[config.mk]
export PLATFORM = sky130hd
export DESIGN_NAME = hash_message_feeder
export DESIGN_NICKNAME = d
export VERILOG_FILES = /design/src/rtl/hash_feeder_pkg.sv /design/src/rtl/hash_bit_serializer.sv /design/src/rtl/hash_message_feeder.sv
export SDC_FILE = /design/constraint.sdc
export NUM_CORES = 1
export LEC_CHECK = 0
export ABC_AREA = 0
export CAP_MARGIN = 20
export CORE_MARGIN = 1
export CORE_UTILIZATION = 49
export CTS_BUF_LIST = sky130_fd_sc_hd__clkbuf_8
export DETAILED_ROUTE_END_ITERATION = 7
export PLACE_DENSITY_LB_ADDON = 0.05
export SLEW_MARGIN = 20
export SYNTH_ARGS = -nofsm -noshare
export SYNTH_HDL_FRONTEND = slang
export SYNTH_HIERARCHICAL = 1
export SYNTH_SLANG_ARGS = --single-unit
[constraint.sdc]
create_clock -name clk -period 3.25 [get_ports clk]
set_input_delay 0.65 -clock clk [delete_from_list [all_inputs] [get_ports clk]]
set_output_delay 0.65 -clock clk [all_outputs]
set_load 0.02 [all_outputs]
[src/rtl/hash_feeder_pkg.sv]
// Shared types and helpers for the hash message feeder.
//   feeder_state_t : top-level sequencing states
//   cnt_width()    : width of a down-counter able to hold the larger of two loads
package hash_feeder_pkg;

    typedef enum logic [2:0] {
        ST_IDLE   = 3'd0,
        ST_WARMUP = 3'd1,
        ST_FEED   = 3'd2,
        ST_FLUSH  = 3'd3,
        ST_DONE   = 3'd4
    } feeder_state_t;

    function automatic int cnt_width(input int a, input int b);
        int m;
        m = (a > b) ? a : b;
        return $clog2(m + 1);
    endfunction

endpackage

[src/rtl/hash_bit_serializer.sv]
// MSB-first parallel-to-serial stage feeding the hash core injector bit.
// Ports:
//   clk, rst      : clock, asynchronous active-high reset
//   en            : high while the feeder is in FEED; low clears the stage
//   s_data/s_valid/s_last/s_ready : message word stream
//   bit_valid     : a data bit is pending this cycle (bit_out is meaningful)
//   bit_out       : current MSB of the shift register
//   bubble        : no bit available and no word arriving before last was seen
//   last_bit      : bit_out is the final bit of the final word
module hash_bit_serializer
    import hash_feeder_pkg::*;
#(
    parameter int DATA_W = 8
) (
    input  logic              clk,
    input  logic              rst,
    input  logic              en,
    input  logic [DATA_W-1:0] s_data,
    input  logic              s_valid,
    input  logic              s_last,
    output logic              s_ready,
    output logic              bit_valid,
    output logic              bit_out,
    output logic              bubble,
    output logic              last_bit
);

    localparam int BL_W = $clog2(DATA_W + 1);

    logic [DATA_W-1:0] sr_q, sr_d;
    logic [BL_W-1:0]   bits_left_q, bits_left_d;
    logic              last_pending_q, last_pending_d;
    logic              hs;

    // Accepting at bits_left==1 lets the next word load on the same edge the
    // current word's final bit is driven, so consecutive words have no gap.
    always_comb begin
        s_ready   = en && (bits_left_q <= BL_W'(1)) && !last_pending_q;
        hs        = s_valid && s_ready;
        bit_valid = en && (bits_left_q != '0);
        bit_out   = sr_q[DATA_W-1];
        bubble    = en && (bits_left_q == '0) && !hs && !last_pending_q;
        last_bit  = en && (bits_left_q == BL_W'(1)) && last_pending_q;
    end

    always_comb begin
        sr_d           = sr_q;
        bits_left_d    = bits_left_q;
        last_pending_d = last_pending_q;
        if (!en) begin
            sr_d           = '0;
            bits_left_d    = '0;
            last_pending_d = 1'b0;
        end else begin
            if (bits_left_q != '0) begin
                sr_d        = {sr_q[DATA_W-2:0], 1'b0};
                bits_left_d = bits_left_q - BL_W'(1);
            end
            if (hs) begin
                sr_d           = s_data;
                bits_left_d    = BL_W'(DATA_W);
                last_pending_d = s_last;
            end
        end
    end

    always_ff @(posedge clk or posedge rst) begin
        if (rst) begin
            sr_q           <= '0;
            bits_left_q    <= '0;
            last_pending_q <= 1'b0;
        end else begin
            sr_q           <= sr_d;
            bits_left_q    <= bits_left_d;
            last_pending_q <= last_pending_d;
        end
    end

endmodule

[src/rtl/hash_message_feeder.sv]
// Initiator-side driver for the programmable hash core. Holds the core in
// reset while idle, releases it for a warm-up, serializes message words onto
// the injector bit, pads with zeros, then captures core_O as the digest.
// Ports:
//   clk, reset            : clock, asynchronous active-high reset
//   start, busy           : begin a hash (sampled in IDLE) / not idle
//   s_data/s_valid/s_last/s_ready : message word stream
//   core_reset, core_injector     : registered drives into the hash core
//   core_O                : hash core output
//   digest/digest_valid/digest_ready : captured result handshake
//   underrun              : sticky, a bubble bit was injected in this hash
//
// state  | meaning
// IDLE   | core held in reset, waiting for start
// WARMUP | core released, config registers settling
// FEED   | message bits shifted onto the injector
// FLUSH  | zero padding injected
// DONE   | digest presented until accepted
module hash_message_feeder
    import hash_feeder_pkg::*;
#(
    parameter int DATA_W        = 8,
    parameter int OUT_SIZE      = 32,
    parameter int WARMUP_CYCLES = 64,
    parameter int FLUSH_CYCLES  = 128
) (
    input  logic                clk,
    input  logic                reset,
    input  logic                start,
    output logic                busy,
    input  logic [DATA_W-1:0]   s_data,
    input  logic                s_valid,
    input  logic                s_last,
    output logic                s_ready,
    output logic                core_reset,
    output logic                core_injector,
    input  logic [OUT_SIZE-1:0] core_O,
    output logic [OUT_SIZE-1:0] digest,
    output logic                digest_valid,
    input  logic                digest_ready,
    output logic                underrun
);

    localparam int CNT_W = cnt_width(WARMUP_CYCLES, FLUSH_CYCLES);

    feeder_state_t       state_q, state_d;
    logic [CNT_W-1:0]    cnt_q, cnt_d;
    logic                core_reset_q, core_reset_d;
    logic                core_injector_q, core_injector_d;
    logic [OUT_SIZE-1:0] digest_q, digest_d;
    logic                digest_valid_q, digest_valid_d;
    logic                underrun_q, underrun_d;

    logic ser_en, bit_valid, bit_out, bubble, last_bit;

    assign ser_en = (state_q == ST_FEED);

    hash_bit_serializer #(.DATA_W(DATA_W)) u_serializer (
        .clk       (clk),
        .rst       (reset),
        .en        (ser_en),
        .s_data    (s_data),
        .s_valid   (s_valid),
        .s_last    (s_last),
        .s_ready   (s_ready),
        .bit_valid (bit_valid),
        .bit_out   (bit_out),
        .bubble    (bubble),
        .last_bit  (last_bit)
    );

    always_ff @(posedge clk or posedge reset) begin
        if (reset) begin
            state_q         <= ST_IDLE;
            cnt_q           <= '0;
            core_reset_q    <= 1'b1;
            core_injector_q <= 1'b0;
            digest_q        <= '0;
            digest_valid_q  <= 1'b0;
            underrun_q      <= 1'b0;
        end else begin
            state_q         <= state_d;
            cnt_q           <= cnt_d;
            core_reset_q    <= core_reset_d;
            core_injector_q <= core_injector_d;
            digest_q        <= digest_d;
            digest_valid_q  <= digest_valid_d;
            underrun_q      <= underrun_d;
        end
    end

    always_comb begin
        state_d = state_q;
        cnt_d   = cnt_q;
        case (state_q)
            ST_IDLE: begin
                if (start) begin
                    state_d = ST_WARMUP;
                    cnt_d   = CNT_W'(WARMUP_CYCLES - 1);
                end
            end
            ST_WARMUP: begin
                if (cnt_q == '0) state_d = ST_FEED;
                else             cnt_d   = cnt_q - CNT_W'(1);
            end
            ST_FEED: begin
                if (last_bit) begin
                    state_d = ST_FLUSH;
                    cnt_d   = CNT_W'(FLUSH_CYCLES - 1);
                end
            end
            ST_FLUSH: begin
                if (cnt_q == '0) state_d = ST_DONE;
                else             cnt_d   = cnt_q - CNT_W'(1);
            end
            ST_DONE: begin
                if (digest_valid_q && digest_ready) state_d = ST_IDLE;
            end
            default: state_d = ST_IDLE;
        endcase
    end

    always_comb begin
        core_reset_d    = core_reset_q;
        core_injector_d = 1'b0;
        digest_d        = digest_q;
        digest_valid_d  = digest_valid_q;
        underrun_d      = underrun_q;
        case (state_q)
            ST_IDLE: begin
                core_reset_d = 1'b1;
                if (start) begin
                    core_reset_d = 1'b0;
                    underrun_d   = 1'b0;
                end
            end
            ST_FEED: begin
                if (bit_valid) core_injector_d = bit_out;
                if (bubble)    underrun_d      = 1'b1;
            end
            ST_FLUSH: begin
                if (cnt_q == '0) begin
                    digest_d       = core_O;
                    digest_valid_d = 1'b1;
                end
            end
            ST_DONE: begin
                if (digest_valid_q && digest_ready) begin
                    digest_valid_d = 1'b0;
                    core_reset_d   = 1'b1;
                end
            end
            default: ;
        endcase
    end

    assign busy          = (state_q != ST_IDLE);
    assign core_reset    = core_reset_q;
    assign core_injector = core_injector_q;
    assign digest        = digest_q;
    assign digest_valid  = digest_valid_q;
    assign underrun      = underrun_q;

endmodule

# After elaboration in Yosys (flattened, before gate mapping)
# Cells that the tools add are included.
# Widths: inputs -> output; s select.
[totals]
register_bits = 60
out_inout_bits = 38
inputBits = 46
[op_classes]
n_reduce_logical = 28
mux = 29
magnitude_cmp = 1
n_eq_ne = 14
add_sub_neg = 2
[ops]
columns = ["cell", "count"]
rows = [
  ["$mux 8", 6],
  ["$pmux 8 s3", 1],
  ["$ne 2x2->1 const B", 8],
  ["$mux 3", 5],
  ["$pmux 3 s5", 1],
  ["$mux 4", 3],
  ["$logic_and 1x1->1", 10],
  ["$mux 1", 10],
  ["$logic_not 8->1", 1],
  ["$sub 8x1->8 const B", 1],
  ["$eq 3x2->1 const B", 2],
  ["$pmux 1 s2", 3],
  ["$reduce_and 3->1", 2],
  ["$reduce_bool 2->1", 3],
  ["$reduce_bool 3->1", 2],
  ["$reduce_and 5->1", 1],
  ["$eq 4x1->1 const B", 1],
  ["$le 4x1->1 const B", 1],
  ["$logic_not 4->1", 1],
  ["$reduce_and 2->1", 2],
  ["$reduce_and 4->1", 1],
  ["$reduce_bool 4->1", 1],
  ["$sub 4x1->4 const B", 1],
  ["$eq 3x1->1 const B", 1],
  ["other kinds (5)", 6],
]

# Longest topological paths before layout
# Gate-level depths: netlist of the first run.
[logic_depth]
word_depth = 9
depth_mapped = 10
mapped_depth_nobuf = 9

# Cells and area by module
# The synthesis of the first run kept the hierarchy.
[by_module_without_submodules]
columns = ["mod", "instances", "cells_each", "area_each_um2"]
rows = [
  ["hash_message_feeder", 1, 157, 2132.0],
  ["hash_bit_serializer", 1, 82, 754.5],
]

# Least setup slack after synthesis of the first run
# No wires, ideal clock.
[synth_path]
path_type = "register to register"
from = "reg state_q[0]"
to = "reg cnt_q[7]"
arrival_time_ps = 2731
path_stages_with_launch = 10
required_time_ps = 3173
path_slack_ps = 441
path_buffers = 2
cell_sequence = "dfrtp_1 > clkbuf_1 > nor3b_1 > or3b_4 > clkbuf_1 > nor2_1 > mux2i_1 > a21o_1 > or4_1 > a21oi_1"
[synth_via]
elab_chain_cells = 5
elab_cells_between_ends = 13
cone_classes = "eq/ne (6); mux (1); reduce/logical (6)"
[synth_rtl]
columns = ["item", "line", "source"]
rows = [
  ["start: declaration", "hash_message_feeder.sv:46", "feeder_state_t state_q, state_d;"],
  ["start signal: assignment", "hash_message_feeder.sv:82", "state_q <= state_d;"],
  ["$eq 3x2->1", "hash_message_feeder.sv:56", "assign ser_en = (state_q == ST_FEED);"],
  ["via ser_en", "hash_message_feeder.sv:54", "logic ser_en, bit_valid, bit_out, bubble, last_bit;"],
  ["$logic_and 1x1->1 (2 in a row)", "hash_bit_serializer.sv:43", "last_bit = en && (bits_left_q == BL_W'(1)) && last_pending_q;"],
  ["via last_bit", "hash_message_feeder.sv:54", ""],
  ["$ne 2x2->1 (no line)", "n/a", ""],
  ["$reduce_and 4->1 (no line)", "n/a", ""],
  ["end signal: assignment", "hash_message_feeder.sv:83", "cnt_q <= cnt_d;"],
  ["end: declaration", "hash_message_feeder.sv:47", "logic [CNT_W-1:0] cnt_q, cnt_d;"],
]
# The timed path passes the listed nets, and every way through them passes these cells.
# A chain may end at the register's enable or synchronous reset.

# Final worst setup path of the first run
[layout_path]
from = "reg state_q[2]"
to = "out s_ready"
[layout_via]
elab_chain_cells = 3
[layout_rtl]
columns = ["item", "line", "source"]
rows = [
  ["$eq 3x2->1", "hash_message_feeder.sv:56", ""],
  ["via ser_en", "hash_message_feeder.sv:54", ""],
  ["$logic_and 1x1->1 (2 in a row)", "hash_bit_serializer.sv:38", "s_ready = en && (bits_left_q <= BL_W'(1)) && !last_pending_q;"],
  ["end: declaration", "hash_message_feeder.sv:34", "output logic s_ready,"],
]
# The timed path passes the listed nets, and every way through them passes these cells.

==> impl_metrics.toml, run 1 <==
[clock_network]
clkSinkCount = 60
cts_buffers = 9
cts_max_level = 3
cts_root_buffer = "clkbuf_8"
clkSlewWorstSetupHoldPaths_ns = 0.06
clock_latency_ns = 0.33
cts_tree = "built"
holdBufCountCts = 0
cts.path.max_buffers = 2
cts_resized = 0
cts_setup_buffers = 0

[run_status]
status = "finished, final reports clean"

[timing]
min_period_over_period_pct = 86.7
fmax_mhz = 355
maxSlewViolCount = 0
fin_tns_setup_ns = 0
hold_viol_final = 0
whs_ns = 0.506
tightest_slew_ns = 0.605
max_slew_margin_pct = 59.5
setup_viol = 0
rsz0062_at_grt = "false"
finalCriticalPeriod_ns = 2.82
finClkSkew_ns = 0.00617

[final_layout]
syn_to_final_growth_pct = 39.2
final_nets = 378
fillers = 436
mostFrequentLayoutCells = "83 x clkdlybuf4s50_1, 59 x dfrtp_1, 28 x mux2_4, 23 x nand2_1, 12 x clkbuf_8"
post-route-cell-area_mm2 = 0.00402
layout_commonest_cell = "clkdlybuf4s50_1"
layout-drive-gt1-share_pct = 20.1
diodes = 0

[worst_hold_path]
hold_class = "reg -> reg"

[logic_synthesis]
synthesis.instances = 239
synth_flop_cell = "dfrtp_1"
netlist.area_leader.share_pct = 51.1
yosysUniqueCellTypes = 49
yosys_register_bits = 60
yosysSeqAreaShare_pct = 52.1
syn_nets = 289
synthArstFlopShare_pct = 100
synth_area_mm2 = 0.00289
ys_top_cells_by_area = "dfrtp_1 51%, mux2_4 15%, nand2_1 3.0%, o41ai_1 2.1%, a31oi_1 1.7%"
yosysWarnings = 6
synth_edf_count = 0
yosysTopAreaCell = "dfrtp_1"
synth_area_per_cell_um2 = 12.1

[route]
drtIter0Drc = 121
firstDrtPassIters = 4
wl_per_cell_um = 14.8
drc = 0
num_vias = 2173
drt-total-wl_um = 6000
drtAntennaViolNets = 0
via_per_inst = 5.37

[setup_path]
cp-end-kind = "output port"
critPathMaxFanout = 13
cp-start-kind = "flip-flop"
r2r-end = "cnt_q[7]$_DFFE_PP0P_"
slowest_delay_ns = 0.60
endpoint = "s_ready"
critPathKind = "reg -> out"
worstPathRequired_ns = 2.60
arrival_ns = 2.17
setup.worst_path.start = "state_q[2]$_DFFE_PP0P_"
ff2ff_setup_slack_ns = 0.93
crit_path_cell_trace = "nor3b_1, or3b_4, nor2_1, clkdlybuf4s50_1"
reg2reg_depth = 7
cp_slowest_cell = "clkdlybuf4s50_1"
r2r-start = "state_q[2]$_DFFE_PP0P_"

[power_and_ir_drop]
combinationalPowerShare_pct = 24.2
cellPowerDensity_mw_per_mm2 = 564
power_uw = 2270
ir_worst_vdd_v = 0.000351
internal_power_uw = 1640
p_leak_uw = 0.00182
clock_power_share_pct = 34.4
power_frac_seq_pct = 41.4
swShare_pct = 27.8
power.switching_uw = 632

[floorplanning]
die_w_um = 78.8
die_y_um = 78.8
coreArea_mm2 = 0.00561
ios = 84
placementRows = 27
die-area_mm2 = 0.00620
initial_core_util_pct = 51.5

[grt]
grt_max_degree = 35
gr-total-overflow = 0
grt_pass1_vias = 2095
antenna_found_initial = 0
grt_first_pass_wirelength_um = 10000
grt_usage_pct = 21.3

[placement]
gp_congestion = 0.810
io_buffers = 83
dpl_cell_area_mm2 = 0.00378
dp_hpwl_um = 4150

[run]
max_cap_violations = 0
Yosys cell counts (3+ instances only):
master,number
mux2_2,4
inv_1,10
o31ai_1,4
nor2_1,11
o41ai_1,7
clkbuf_1,7
buf_6,4
nand2_1,23
dfrtp_1,59
and3_1,4
mux2i_1,3
a31oi_1,8
o21ai_0,8
a21oi_1,7
ha_1,4
mux2_4,28
nor3_1,4
nand2b_1,3
worst min-delay path by stage:
stage | start | endpoint | depth (start not counted)
5_1_grt | digest[17]$_DFFE_PP0P_ | digest[17]$_DFFE_PP0P_ | 1
3_5_place_dp | digest[2]$_DFFE_PP0P_ | digest[2]$_DFFE_PP0P_ | 1
6_report | digest[4]$_DFFE_PP0P_ | digest[4]$_DFFE_PP0P_ | 1
3_3_place_gp | u_serializer/sr_q[7]$_DFFE_PP0P_ | core_injector$_DFF_PP0_ | 1
2_1_floorplan | cnt_q[0]$_DFFE_PP0P_ | cnt_q[0]$_DFFE_PP0P_ | 1
4_1_cts | digest[4]$_DFFE_PP0P_ | digest[4]$_DFFE_PP0P_ | 1
worst max-delay path, delay by kind of cell (launching register included):
| kind | cells | cell delay [ns] |
|---|---|---|
| buf+inv | 1 | 0.60 |
| simple gates | 3 | 0.84 |
| flops | 1 | 0.39 |
per-stage QoR:
step | setup slack (ns) | util, % | instances
final | 0.434 | 71.7 | 405
after detailed placement | 0.776 | 67.5 | 389
after CTS | 0.391 | 71.7 | 405
after global placement | 0.771 | 67.5 | 389
after global routing | 0.266 | 71.7 | 405
after floorplan | 0.441 | - | 239
state kept, by name, indices dropped and copies added (netlist names), 3 cells and up:
register,cells
digest,32
cnt_q,8
u_serializer/bits_left_q,4
u_serializer/sr_q,8
state_q,3
power by group through the flow:
stage	Clock, µW	Sequential (µW)	Combinational (µW)
floorplan	0	994	282
global placement	0	948	541
detailed placement	0	954	547
CTS	796	939	550
global route	837	955	604
finish	780	939	550
layer usage:
metal | vias to the layer above | track usage (%) | wire length (µm) | share of wire [%]
li1 | 1035 | - | - | -
met5 | - | 0 | 0 | 0
met3 | 9 | 5.75 | 429 | 7.1
met4 | 0 | 8.89 | 85 | 1.4
met1 | 1048 | 30.9 | 2960 | 49
met2 | 81 | 29.9 | 2520 | 42
layout make-up:
cell class | instances | area [µm²] | share of cell area [%]
Tap cell | 72 | 90.1 | 2.24
Timing Repair Buffer | 91 | 891 | 22.2
Multi-Input combinational cell | 154 | 1250 | 31.2
Clock buffer | 12 | 165 | 4.11
Sequential cell | 60 | 1500 | 37.4
Clock inverter | 4 | 70.1 | 1.74
Inverter | 12 | 45.0 | 1.12
kinds of logic (layout without fill, tap and decap cells):
family                     Yosys count  in the layout  share of synthesized area [%]
xor gates and xnor gates             2              2                          0.607
and+or+nand+nor                     68             68                           13.3
AOI/OAI and AO/OA                   45             45                           10.6
buffers and inverters               25            119                           4.46
adders and majority gates            4              4                           1.73
muxes                               35             35                           17.2
DFF                                 60             60                           52.1
(Power assumes the default switching activity.)
==> inputs of run 2 (changes only) <==
Settings changed: CAP_MARGIN 20 to 15, CORE_UTILIZATION 49 to 53.
Clock period 3.25 ns to 3.6 ns, I/O delays scaled along.
==> run 2 against run 1 <==
Clock skew increased by 0.0049 ns; non-clock buffer count decreased by 6; sequential power decreased by 7.2%; sequential cell count unchanged; routed wire length decreased by 6.1%; critical path type unchanged; largest cell class unchanged; largest power group unchanged.
==> impl_metrics.toml, run 2 (synthesized netlist as in run 1, its figures left out) <==
[run_status]
status = "finished, final reports clean"

[timing]
hold_viol_final = 0
min_period_over_period_pct = 86.5
finalCriticalPeriod_ns = 3.12
tightest_slew_ns = 0.916
finClkSkew_ns = 0.0111
rsz0062_at_grt = "false"
setup_viol = 0
maxSlewViolCount = 0
max_slew_margin_pct = 38.9
fin_tns_setup_ns = 0
fmax_mhz = 321

[final_layout]
largest_register_ffs = 32
layout-drive-gt1-share_pct = 18.7
syn_to_final_growth_pct = 36.9
final_nets = 372
fin_cells = 397
mostFrequentLayoutCells = "83 x clkdlybuf4s50_1, 59 x dfrtp_1, 28 x mux2_4, 23 x nand2_1, 11 x nor2_1"
diodes = 0
layout_commonest_cell = "clkdlybuf4s50_1"

[clock_network]
clkSinkCount = 60
cts_root_buffer = "clkbuf_8"
clock_latency_ns = 0.33
holdBufCountCts = 0
cts_resized = 0
cts_setup_buffers = 0
cts_buffers = 9
cts_tree = "built"
clkSlewWorstSetupHoldPaths_ns = 0.07
cts_max_level = 3
cts.path.max_buffers = 2

[grt]
grt_max_degree = 48
gr-total-overflow = 0
grt_first_pass_wirelength_um = 8920
grt_usage_pct = 21.1
antenna_found_initial = 0
grt_pass1_vias = 1986

[route]
firstDrtPassIters = 4
drt-total-wl_um = 5640
wl_per_cell_um = 14.2
drtAntennaViolNets = 0
drtIter0Drc = 106
drc = 0
via_per_inst = 5.32
num_vias = 2112

[power_and_ir_drop]
ir_worst_vdd_v = 0.000315
power_frac_seq_pct = 43.7
internal_power_uw = 1410
combinationalPowerShare_pct = 23.3
p_leak_uw = 0.00177
cellPowerDensity_mw_per_mm2 = 504
clock_power_share_pct = 32.9
swShare_pct = 29.1
power.switching_uw = 580

[setup_path]
critPathKind = "reg -> out"
r2r-start = "cnt_q[1]$_DFFE_PP0P_"
arrival_ns = 2.40
setup.worst_path.start = "state_q[1]$_DFFE_PP0P_"
cp-end-kind = "output port"
cp-start-kind = "flip-flop"
critPathMaxFanout = 13
worstPathRequired_ns = 2.88

[worst_hold_path]
hold_class = "reg -> reg"
min_from = "digest[2]$_DFFE_PP0P_"

[floorplanning]
placementRows = 26
die_w_um = 75.8
die-area_mm2 = 0.00575
initial_core_util_pct = 55.8
die_y_um = 75.8
coreArea_mm2 = 0.00517
ios = 84

[placement]
gp_congestion = 0.813
io_buffers = 83
place_inst = 381
dp_hpwl_um = 3800

[run]
max_cap_violations = 0
-- run 2: worst paths after layout --
path                                                            to  cells after the start  slack, ns
max                                                        s_ready                      4       0.48
min                                          digest[2]$_DFFE_PP0P_                      1       0.51
max reg2reg                                 digest[27]$_DFFE_PP0P_                      6       1.00
min reg2reg                                  digest[2]$_DFFE_PP0P_                      1       0.51
max in group asynchronous                   digest[26]$_DFFE_PP0P_                      2       2.08
min in group asynchronous  u_serializer/bits_left_q[2]$_DFFE_PP0P_                      2       0.76
-- run 2: worst max-delay path: stages, from the launching register on --
cell	delay, ns
dfrtp_1	0.55
nor3b_1	0.29
or3b_4	0.49
nor2_1	0.13
clkdlybuf4s50_1	0.61
-- run 2: power by group through the flow --
stage                     registers, µW  clock network (µW)  logic (µW)
after floorplan                     897                   0         254
after global placement              874                   0         456
after detailed placement            879                   0         463
after global routing                888                 696         511
final                               871                 656         465
after CTS                           869                 671         470
-- run 2: cell type report --
cell class	instances	area (µm²)
clock buffer	9	124
multi-input combinational	154	1250
fill	372	1220
timing repair buffer	85	846
inverter	12	45.0
tap	70	87.6
clock inverter	7	91.3
sequential	60	1500
-- run 2: per-stage QoR --
step                total power (µW)  util [%]  area [µm²]  hold WS [ns]  setup WS [ns]
floorplan                       1150         -        2890         0.474          0.791
global placement                1330      72.2        3740         0.487          0.867
detailed placement              1340      72.2        3740         0.491          0.854
CTS                             2010      76.4        3950         0.511          0.473
global route                    2090      76.4        3950         0.525          0.330
finish                          1990      76.4        3950         0.509          0.484
-- run 2: per-layer routing --
| layer | routed length [µm] | global-route usage [%] |
|---|---|---|
| met5 | 0 | 0 |
| met4 | 46 | 9.26 |
| met3 | 280 | 5.69 |
| met2 | 2780 | 33.8 |
| met1 | 2530 | 27.0 |
==> inputs of run 3 (changes only) <==
Settings changed: CORE_UTILIZATION 53 to 49.
Clock period 3.6 ns to 3.1 ns, I/O delays scaled along.
==> run 3 against run 2 <==
Total power grew 23%; clock power up 34%; cell area is 1.9% higher; via count is 2.7% higher; sequential share of layout area is 0.71 points lower; sequential cell count did not move; critical path depth unchanged; register-to-register slack lost 0.22 ns; count of clock-buffer cells in the layout up 2; global-route usage grew 0.44 points; clock skew down 0.00059 ns.
==> impl_metrics.toml, run 3 (synthesized netlist as in run 1, its figures left out) <==
[floorplanning]
ios = 84
die_w_um = 78.8
die_y_um = 78.8
initial_core_util_pct = 51.5
die-area_mm2 = 0.00620
coreArea_mm2 = 0.00561
placementRows = 27

[route]
drtIter0Drc = 116
drc = 0
firstDrtPassIters = 4
drt-total-wl_um = 6210
num_vias = 2168
via_per_inst = 5.37
drtAntennaViolNets = 0
wl_per_cell_um = 15.4

[clock_network]
clock_latency_ns = 0.34
cts_buffers = 9
clkSinkCount = 60
cts_resized = 0
cts_max_level = 3
holdBufCountCts = 0
clkSlewWorstSetupHoldPaths_ns = 0.06
cts.path.max_buffers = 2
cts_setup_buffers = 0
cts_tree = "built"
cts_root_buffer = "clkbuf_8"

[timing]
fin_tns_setup_ns = 0
finalCriticalPeriod_ns = 2.81
finClkSkew_ns = 0.0105
max_slew_margin_pct = 60.4
fmax_mhz = 356
min_period_over_period_pct = 90.6
hold_viol_final = 0
maxSlewViolCount = 0
setup_viol = 0
tightest_slew_ns = 0.591
whs_ns = 0.503
rsz0062_at_grt = "false"

[power_and_ir_drop]
internal_power_uw = 1770
power_uw = 2450
ir_worst_vdd_v = 0.000546
combinationalPowerShare_pct = 23.7
power.switching_uw = 674
p_leak_uw = 0.00182
swShare_pct = 27.5
cellPowerDensity_mw_per_mm2 = 608
power_frac_seq_pct = 40.4
clock_power_share_pct = 35.9

[run_status]
status = "finished, final reports clean"

[setup_path]
ff2ff_setup_slack_ns = 0.78
cp_num_buf_inv = 1
critical-path-top-delay-family = "simple AND/OR/NAND/NOR gates"
critPathKind = "reg -> out"
cp-end-kind = "output port"
cp.depth = 4
setup.worst_path.start = "state_q[0]$_DFFE_PP0P_"
slowest_delay_ns = 0.60
worstPathRequired_ns = 2.48
critPathMaxFanout = 13
cp_slowest_cell = "clkdlybuf4s50_1"
cp-start-kind = "flip-flop"
crit_path_cell_trace = "nor3b_1, or3b_4, nor2_1, clkdlybuf4s50_1"
reg2reg_depth = 7
arrival_ns = 2.19
r2r-start = "state_q[0]$_DFFE_PP0P_"

[run]
max_cap_violations = 0

[final_layout]
fin_cells = 404
post-route-cell-area_mm2 = 0.00403
layout_commonest_cell = "clkdlybuf4s50_1"
largest_register_ffs = 32
layout-drive-gt1-share_pct = 19.6
final_nets = 377
syn_to_final_growth_pct = 39.5
diodes = 0
mostFrequentLayoutCells = "83 x clkdlybuf4s50_1, 59 x dfrtp_1, 28 x mux2_4, 23 x nand2_1"

[placement]
io_buffers = 83
dp_hpwl_um = 4210
place_inst = 388
gp_congestion = 0.776
dpl_cell_area_mm2 = 0.00378

[worst_hold_path]
min_from = "digest[31]$_DFFE_PP0P_"
hold-path-cell-count = 1
hold_class = "reg -> reg"

[grt]
grt_pass1_vias = 2105
grt_first_pass_wirelength_um = 10100
antenna_found_initial = 0
grt_usage_pct = 21.6
gr-total-overflow = 0
grt_max_degree = 48
run 3: cell types whose count changed in the layout (fill, tap and decap cells not counted):
cell and delta:
clkinv_2 -2, clkinvlp_4 -1, buf_4 +5, clkinv_4 -1
clkbuf_8 +2, inv_1 +1, bufinv_16 +1
run 3: area by class of cell:
cell class	instances	area, µm²
clock buffer	11	151
clock inverter	5	98.8
fill	425	1580
inverter	12	45.0
multi-input combinational	154	1250
sequential	60	1500
tap	72	90.1
timing repair buffer	90	883
run 3: final timing paths:
| check | end |
|---|---|
| worst max-delay path | s_ready |
| worst min-delay path | digest[31]$_DFFE_PP0P_ |
| worst max register to register | cnt_q[7]$_DFFE_PP0P_ |
| worst min register to register | digest[31]$_DFFE_PP0P_ |
| max in group asynchronous | cnt_q[6]$_DFFE_PP0P_ |
| min in group asynchronous | u_serializer/sr_q[6]$_DFFE_PP0P_ |
run 3: power by group through the flow:
stage	clock network (µW)	logic, µW	registers [µW]
floorplan	0	295	1040
global placement	0	565	993
finish	880	579	988
detailed placement	0	578	1000
CTS	899	583	986
global route	942	635	1000
run 3: stage by stage:
step	utilization [%]	setup slack (ns)
finish	71.8	0.290
global route	71.8	0.124
CTS	71.8	0.249
detailed placement	67.3	0.629
global placement	67.3	0.657
floorplan	-	0.291
run 3: per-layer routing:
layer  track usage, %  up-vias  share of wire (%)
met2             30.5       73                 43
li1                 -     1033                  -
met5                0        -                  0
met1             30.5     1055                 50
met4             8.33        0                1.2
met3             7.24        7                6.2
